===== src/rtl/instr_fetch_if.sv =====
// Fetch-stage signal bundle: instruction-memory req/ack channel,
// downstream instruction handoff and branch/jump feedback into next-PC selection.
interface instr_fetch_if;
   logic        imem_req;
   logic [31:0] imem_addr;
   logic        imem_ack;
   logic [31:0] imem_rdata;
   logic [31:0] instr_out;
   logic        instr_valid;
   logic        instr_ready;
   logic        branch_taken;
   logic [31:0] branch_imm32;
   logic        jump;
   logic [31:0] pc_out;
   logic [31:0] pc_plus4;
   logic        fetch_err;

   modport master (
      output imem_req, imem_addr,
      input  imem_ack, imem_rdata,
      output instr_out, instr_valid,
      input  instr_ready, branch_taken, branch_imm32, jump,
      output pc_out, pc_plus4, fetch_err
   );

   modport slave (
      input  imem_req, imem_addr,
      output imem_ack, imem_rdata,
      input  instr_out, instr_valid,
      output instr_ready, branch_taken, branch_imm32, jump,
      input  pc_out, pc_plus4, fetch_err
   );
endinterface


===== src/rtl/instr_fetch_unit.sv =====
// Fetch stage: PC register, REQ/WAIT/HOLD fetch FSM and next-PC selection.
// Optional WAIT-state watchdog is built when IFETCH_TIMEOUT_EN is defined.
module instr_fetch_unit #(
   parameter logic [31:0] RESET_PC       = 32'h0000_0000,
   parameter int unsigned TIMEOUT_CYCLES = 16
) (
   input logic           clk,
   input logic           rst_n,
   instr_fetch_if.master bus
);

   typedef enum logic [1:0] {
      ST_REQ  = 2'd0,
      ST_WAIT = 2'd1,
      ST_HOLD = 2'd2
   } state_e;

   localparam logic [31:0] RESET_PC_ALIGNED = {RESET_PC[31:2], 2'b00};

   state_e      state_r, state_s;
   logic        req_r, req_s;
   logic [31:0] pc_r, pc_s;
   logic [31:0] instr_r, instr_s;
   logic        valid_r, valid_s;
   logic        err_r, err_s;
   logic [31:0] pc_plus4_s;
   logic [31:0] next_pc_s;
   logic        timeout_s;

   assign pc_plus4_s = pc_r + 32'd4;

   // Next-PC candidate; only committed in the HOLD cycle where downstream consumes.
   always_comb begin
      next_pc_s = pc_plus4_s;
      if (bus.jump) begin
         next_pc_s = {pc_plus4_s[31:28], instr_r[25:0], 2'b00};
      end else if (bus.branch_taken) begin
         next_pc_s = pc_plus4_s + {bus.branch_imm32[29:0], 2'b00};
      end else begin
         next_pc_s = pc_plus4_s;
      end
      next_pc_s[1:0] = 2'b00;
   end

`ifdef IFETCH_TIMEOUT_EN
   localparam int unsigned WD_W = (TIMEOUT_CYCLES > 32'd1) ? $clog2(TIMEOUT_CYCLES) : 1;
   localparam logic [WD_W-1:0] WD_LAST = WD_W'(TIMEOUT_CYCLES - 32'd1);

   logic [WD_W-1:0] wd_r;

   assign timeout_s = (state_r == ST_WAIT) && (wd_r == WD_LAST);

   // Counts cycles spent in WAIT; any exit from WAIT restarts it.
   always_ff @(posedge clk or negedge rst_n) begin
      if (!rst_n) begin
         wd_r <= '0;
      end else if ((state_r == ST_WAIT) && (state_s == ST_WAIT)) begin
         wd_r <= wd_r + 1'b1;
      end else begin
         wd_r <= '0;
      end
   end
`else
   assign timeout_s = 1'b0;

   if (TIMEOUT_CYCLES == 32'd0) begin : g_no_watchdog
   end
`endif

   // Fetch FSM next state and next values of every registered output.
   always_comb begin
      state_s = state_r;
      req_s   = req_r;
      pc_s    = pc_r;
      instr_s = instr_r;
      valid_s = valid_r;
      err_s   = err_r;
      case (state_r)
         ST_REQ: begin
            req_s   = 1'b1;
            state_s = ST_WAIT;
         end
         ST_WAIT: begin
            // An ack on the watchdog's last cycle still wins over the timeout.
            if (bus.imem_ack) begin
               instr_s = bus.imem_rdata;
               valid_s = 1'b1;
               req_s   = 1'b0;
               state_s = ST_HOLD;
            end else if (timeout_s) begin
               err_s   = 1'b1;
               req_s   = 1'b0;
               state_s = ST_REQ;
            end else begin
               req_s = 1'b1;
            end
         end
         ST_HOLD: begin
            if (bus.instr_ready) begin
               valid_s = 1'b0;
               pc_s    = next_pc_s;
               state_s = ST_REQ;
            end else begin
               valid_s = 1'b1;
            end
         end
         default: begin
            req_s   = 1'b0;
            valid_s = 1'b0;
            state_s = ST_REQ;
         end
      endcase
   end

   // State and output registers; reset abandons any fetch in flight.
   always_ff @(posedge clk or negedge rst_n) begin
      if (!rst_n) begin
         state_r <= ST_REQ;
         req_r   <= 1'b0;
         pc_r    <= RESET_PC_ALIGNED;
         instr_r <= 32'd0;
         valid_r <= 1'b0;
         err_r   <= 1'b0;
      end else begin
         state_r <= state_s;
         req_r   <= req_s;
         pc_r    <= pc_s;
         instr_r <= instr_s;
         valid_r <= valid_s;
         err_r   <= err_s;
      end
   end

   assign bus.imem_req    = req_r;
   assign bus.imem_addr   = pc_r;
   assign bus.instr_out   = instr_r;
   assign bus.instr_valid = valid_r;
   assign bus.pc_out      = pc_r;
   assign bus.pc_plus4    = pc_plus4_s;
   assign bus.fetch_err   = err_r;

endmodule

===== src/flat_wrapper.sv =====
// flat-port wrapper written by rule: the top's interface ports become plain ports
module instr_fetch_unit_flat 
#(
   parameter logic [31:0] RESET_PC       = 32'h0000_0000,
   parameter int unsigned TIMEOUT_CYCLES = 16
)
  (clk, rst_n, bus_imem_req, bus_imem_addr, bus_imem_ack, bus_imem_rdata, bus_instr_out, bus_instr_valid, bus_instr_ready, bus_branch_taken, bus_branch_imm32, bus_jump, bus_pc_out, bus_pc_plus4, bus_fetch_err);
  instr_fetch_if bus_i ();
  input logic clk;
  input logic rst_n;
  output wire logic [$bits(bus_i.imem_req)-1:0] bus_imem_req;
  output wire logic [$bits(bus_i.imem_addr)-1:0] bus_imem_addr;
  input wire logic [$bits(bus_i.imem_ack)-1:0] bus_imem_ack;
  input wire logic [$bits(bus_i.imem_rdata)-1:0] bus_imem_rdata;
  output wire logic [$bits(bus_i.instr_out)-1:0] bus_instr_out;
  output wire logic [$bits(bus_i.instr_valid)-1:0] bus_instr_valid;
  input wire logic [$bits(bus_i.instr_ready)-1:0] bus_instr_ready;
  input wire logic [$bits(bus_i.branch_taken)-1:0] bus_branch_taken;
  input wire logic [$bits(bus_i.branch_imm32)-1:0] bus_branch_imm32;
  input wire logic [$bits(bus_i.jump)-1:0] bus_jump;
  output wire logic [$bits(bus_i.pc_out)-1:0] bus_pc_out;
  output wire logic [$bits(bus_i.pc_plus4)-1:0] bus_pc_plus4;
  output wire logic [$bits(bus_i.fetch_err)-1:0] bus_fetch_err;
  assign bus_imem_req = bus_i.imem_req;
  assign bus_imem_addr = bus_i.imem_addr;
  assign bus_i.imem_ack = bus_imem_ack;
  assign bus_i.imem_rdata = bus_imem_rdata;
  assign bus_instr_out = bus_i.instr_out;
  assign bus_instr_valid = bus_i.instr_valid;
  assign bus_i.instr_ready = bus_instr_ready;
  assign bus_i.branch_taken = bus_branch_taken;
  assign bus_i.branch_imm32 = bus_branch_imm32;
  assign bus_i.jump = bus_jump;
  assign bus_pc_out = bus_i.pc_out;
  assign bus_pc_plus4 = bus_i.pc_plus4;
  assign bus_fetch_err = bus_i.fetch_err;
  instr_fetch_unit #(.RESET_PC(RESET_PC), .TIMEOUT_CYCLES(TIMEOUT_CYCLES)) u_core (.clk(clk), .rst_n(rst_n), .bus(bus_i));
endmodule

===== config.mk =====
export PLATFORM = sky130hd
export DESIGN_NAME = instr_fetch_unit_flat
export DESIGN_NICKNAME = d
export VERILOG_FILES = /design/src/rtl/instr_fetch_if.sv /design/src/rtl/instr_fetch_unit.sv /design/src/flat_wrapper.sv
export SDC_FILE = /design/constraint.sdc
export NUM_CORES = 1
export LEC_CHECK = 0
export ABC_AREA = 0
export CELL_PAD_IN_SITES_DETAIL_PLACEMENT = 0
export CELL_PAD_IN_SITES_GLOBAL_PLACEMENT = 2
export CORE_MARGIN = 2
export CORE_UTILIZATION = 27
export CTS_BUF_LIST = sky130_fd_sc_hd__clkbuf_8
export CTS_CLUSTER_DIAMETER = 60
export CTS_CLUSTER_SIZE = 28
export DETAILED_ROUTE_END_ITERATION = 7
export PLACE_DENSITY_LB_ADDON = 0.2
export SYNTH_ARGS = -nofsm -noshare
export SYNTH_HDL_FRONTEND = slang
export SYNTH_SLANG_ARGS = --single-unit

===== constraint.sdc =====
create_clock -name clk -period 4.5 [get_ports clk]
set_input_delay 0.45 -clock clk [delete_from_list [all_inputs] [get_ports clk]]
set_output_delay 0.45 -clock clk [all_outputs]
set_load 0.01 [all_outputs]

==> run metrics <==
clock slew at reported path FFs 0.07 ns; Die ar. 21910 µm²; number of port buffers 191; Boundary Pins 201; Critical Setup Path Class register to register; via-per-instance ratio 4.999; root buffer selected by CTS clkbuf_8; number of nets in the layout 932; DR iter-0 viols 284; Worst Clk Skew 0.01004 ns; power density over cell area 691.2 nW/µm²; status finished, final reports clean; proportion of synthesized flip-flops having asynchronous set or reset 100.0%; static leakage 3.264 nW; total number of H-tree levels 3; Reg2Reg Capture Point u_core.bus.imem_addr[31]; cell count of the worst reg-to-reg path 16; hold buffer count at CTS 0; global placement routability congestion 0.8170; HPWL after detailed placement 15.85 mm; commonest register cell after synthesis dfrtp_1; arrival time of the worst setup path 4.52 ns; number of antenna violations at the first check in global routing 0; vertical die dimension 148.0 µm; fraction of final layout cells sized beyond drive strength 1 10.77%; crit path capture type register; Compound-Gate Fraction of Synth Area 21.23%; VDD IR-drop max 0.2961 mV; final cycle utilization of the critical path 94.31%; number of buffers added by the clock tree synthesis step 9; Total Routed Length 20.25 mm; count of max-cap constraint violations 0; final routed DRC violation total 0; reg2reg start u_core.bus.imem_addr[7]; Syn Area/Cell 8.588 µm²; dominant combinational cell family by area after synthesis compound AO/OA/AOI/OAI gates; Resized cells post-CTS 0; area grow syn2layout 39.89%; wire length of the first global-routing pass 30.91 mm; cell area after synthesis 5599 µm²; row count 52; Via Count 5479; clock tree from TritonCTS yes; final critical delay including setup and external delays 4.244 ns; buffers from clock root to sink, at most 2; setup repair after global routing missed its margin false; number of flops mapped to enable cells by yosys 0; maximum clock rate 235.6 MHz; hold crit path type primary input to asynchronous set/reset pin; setup fix buffers added after clock tree synthesis 0; post-synthesis share of cell area spent on and, or, nand and nor gates 17.05%; maximum number of pins on one net before global-route repair 67; TritonCTS sink count 66; final number of setup-violating endpoints 0; critical path launch point type register; Yosys warnings 0; average wire per standard cell 18.48 µm; filler cell count 2137; post-route insts no fill 1096; remaining antenna violation count after routing 0; Horiz. Die Dim 148.0 µm; first-pass iteration count of the detailed router 5; setup total negative slack 0 ns; overall power of the completed layout 5.414 mW; CP required 4.77 ns; Worst Tran Pin Value 0.9198 ns; final-report hold violation count 0; multiplexer area fraction after synthesis 7.687%; Worst slew margin 38.68%; area of the core 20300 µm²; number of distinct library cells after synthesis 69; global route total overflow 0; arithmetic-cell share of the synthesized area counting full adders, half adders and majority gates 9.073%; effective utilization at floorplan 27.58%; register bit count reported by yosys 66; part of the Yosys area used for sequential elements 29.50%; Diodes inserted 0; CP Max Fanout 5; register area 1652 µm²; XOR/XNOR Fraction of Synth Area 7.821%; area of the multi-input gates 3546 µm²; count of pins over their slew limit 0; post-layout util 38.58%; clock insertion delay at the later pin of the skew report 0.34 ns; placed cell count 1081; number of global-route vias before repair 5361; synthesized netlist cell count 652; FF-to-FF setup slack 0.26 ns; total routing usage reported by global routing 18.06%
==> worst max-delay path, stage by stage (launching register included) <==
cell      delay, ns
dfrtp_1        0.45
and3_2         0.30
and3_1         0.23
and3_2         0.22
nand4_1        0.16
or2_2          0.36
xnor2_1        0.36
ha_1           0.33
a21o_1         0.18
a21oi_1        0.17
nor2_1         0.07
nor4_1         0.19
o21bai_1       0.11
or4_1          0.54
and4_1         0.24
o21ai_2        0.12
xnor2_1        0.12
==> layout make-up <==
| class | instances | share of cell area (%) |
|---|---|---|
| clock inverters | 4 | 0.2396 |
| inverters | 12 | 0.5751 |
| well taps | 270 | 4.313 |
| clock buffers | 11 | 1.933 |
| repair buffers | 214 | 26.58 |
| multi-input cells | 519 | 45.27 |
| flip-flops and latches | 66 | 21.09 |
==> through the flow <==
| stage | cell area, µm² | setup slack [ns] | hold slack, ns |
|---|---|---|---|
| finish | 7833 | 0.2560 | 0.2145 |
| floorplan | 5622 | 0.4676 | 0.1544 |
| CTS | 7833 | 0.2846 | 0.2614 |
| detailed placement | 7662 | 0.3205 | 0.4960 |
| global placement | 7662 | 0.3979 | 0.4891 |
| global route | 7833 | 0.03558 | 0.2820 |
==> cells in the mapped netlist (3+ instances only) <==
master     n  area [µm²]
xor2_1    19       166.4
dfrtp_1   66        1652
and3_1     4       25.02
nor2b_1    4       25.02
o21ai_0   49       245.2
o21a_1     7       52.55
o211ai_1   8       60.06
o22ai_1    9       56.30
a211oi_1   5       37.54
buf_2      4       20.02
nor2_1    49       183.9
nor4_1     4       25.02
and2_1     7       43.79
a21oi_1   58       290.3
nand3_1   16       80.08
and3_2     4       30.03
nand2_1   68       255.2
xnor2_1   31       271.5
nor3_1     5       25.02
o31ai_1    3       22.52
ha_1      39       488.0
nand4_1   12       75.07
buf_4     37       277.8
mux2i_1    7       70.07
inv_1     10       37.54
a21o_1    14       105.1
mux2_2    32       360.4
clkbuf_1  13       48.80
a31oi_1    5       31.28
o21bai_1   6       45.04
buf_1      6       22.52
==> state kept, by name, indices dropped and copies added, names as in the netlist <==
name	flops
u_core.bus.instr_out	32
u_core.bus.imem_addr	30
u_core.state_r	2
u_core.bus.imem_req	1
u_core.bus.instr_valid	1
==> cell families (layout without fill, tap and decap cells) <==
| group | Yosys count | in the layout |
|---|---|---|
| other cells | 1 | 7 |
| buf+inv | 73 | 241 |
| simple gates | 192 | 192 |
| flops | 66 | 66 |
| mux | 39 | 39 |
| xor+xnor | 50 | 50 |
| fa+ha+maj | 40 | 40 |
| compound gates | 191 | 191 |
==> worst max path at each step <==
stage                                        from                  endpoint  cells past startpoint
after floorplan           u_core.bus.imem_addr[9]  u_core.bus.imem_addr[31]                     17
after global placement    u_core.bus.imem_addr[6]  u_core.bus.imem_addr[31]                     16
after detailed placement  u_core.bus.imem_addr[7]  u_core.bus.imem_addr[31]                     16
after CTS                 u_core.bus.imem_addr[7]  u_core.bus.imem_addr[31]                     16
after global routing      u_core.bus.imem_addr[7]  u_core.bus.imem_addr[31]                     16
final                     u_core.bus.imem_addr[7]  u_core.bus.imem_addr[31]                     16
==> per-layer routing <==
layer	GRT usage, %	vias to the layer above	share of wire, %
met5	0	-	0
met4	3.905	0	0.82
met3	3.426	10	5.6
met2	27.52	164	45
met1	26.51	2653	49
li1	-	2652	-
==> cell usage in the layout (no fill, tap or decap), types with 5 or more instances in the layout <==
cell / Yosys / final
clkdlybuf4s50_1: 0 / 190
a21o_1: 14 / 14
and2_1: 7 / 7
inv_1: 10 / 11
ha_1: 39 / 39
buf_4: 37 / 24
a21oi_1: 58 / 58
o21ai_0: 49 / 49
dfrtp_1: 66 / 66
nor2_1: 49 / 49
xnor2_1: 31 / 31
a31oi_1: 5 / 5
o21a_1: 7 / 7
nand3_1: 16 / 16
xor2_1: 19 / 19
conb_1: 1 / 7
o21bai_1: 6 / 6
clkbuf_8: 0 / 11
mux2i_1: 7 / 7
nand4_1: 12 / 12
nand2_1: 68 / 68
a211oi_1: 5 / 5
nor3_1: 5 / 5
o211ai_1: 8 / 8
mux2_2: 32 / 32
o22ai_1: 9 / 9
==> power by group <==
group / leakage, nW / total [mW] / switching, mW / internal, mW
Clock: 0.0961 / 0.453 / 0.230 / 0.222
Combinational: 2.37 / 3.68 / 1.79 / 1.89
Sequential: 0.795 / 1.28 / 0.401 / 0.879
Note: power is estimated with default switching activity, not from simulation.
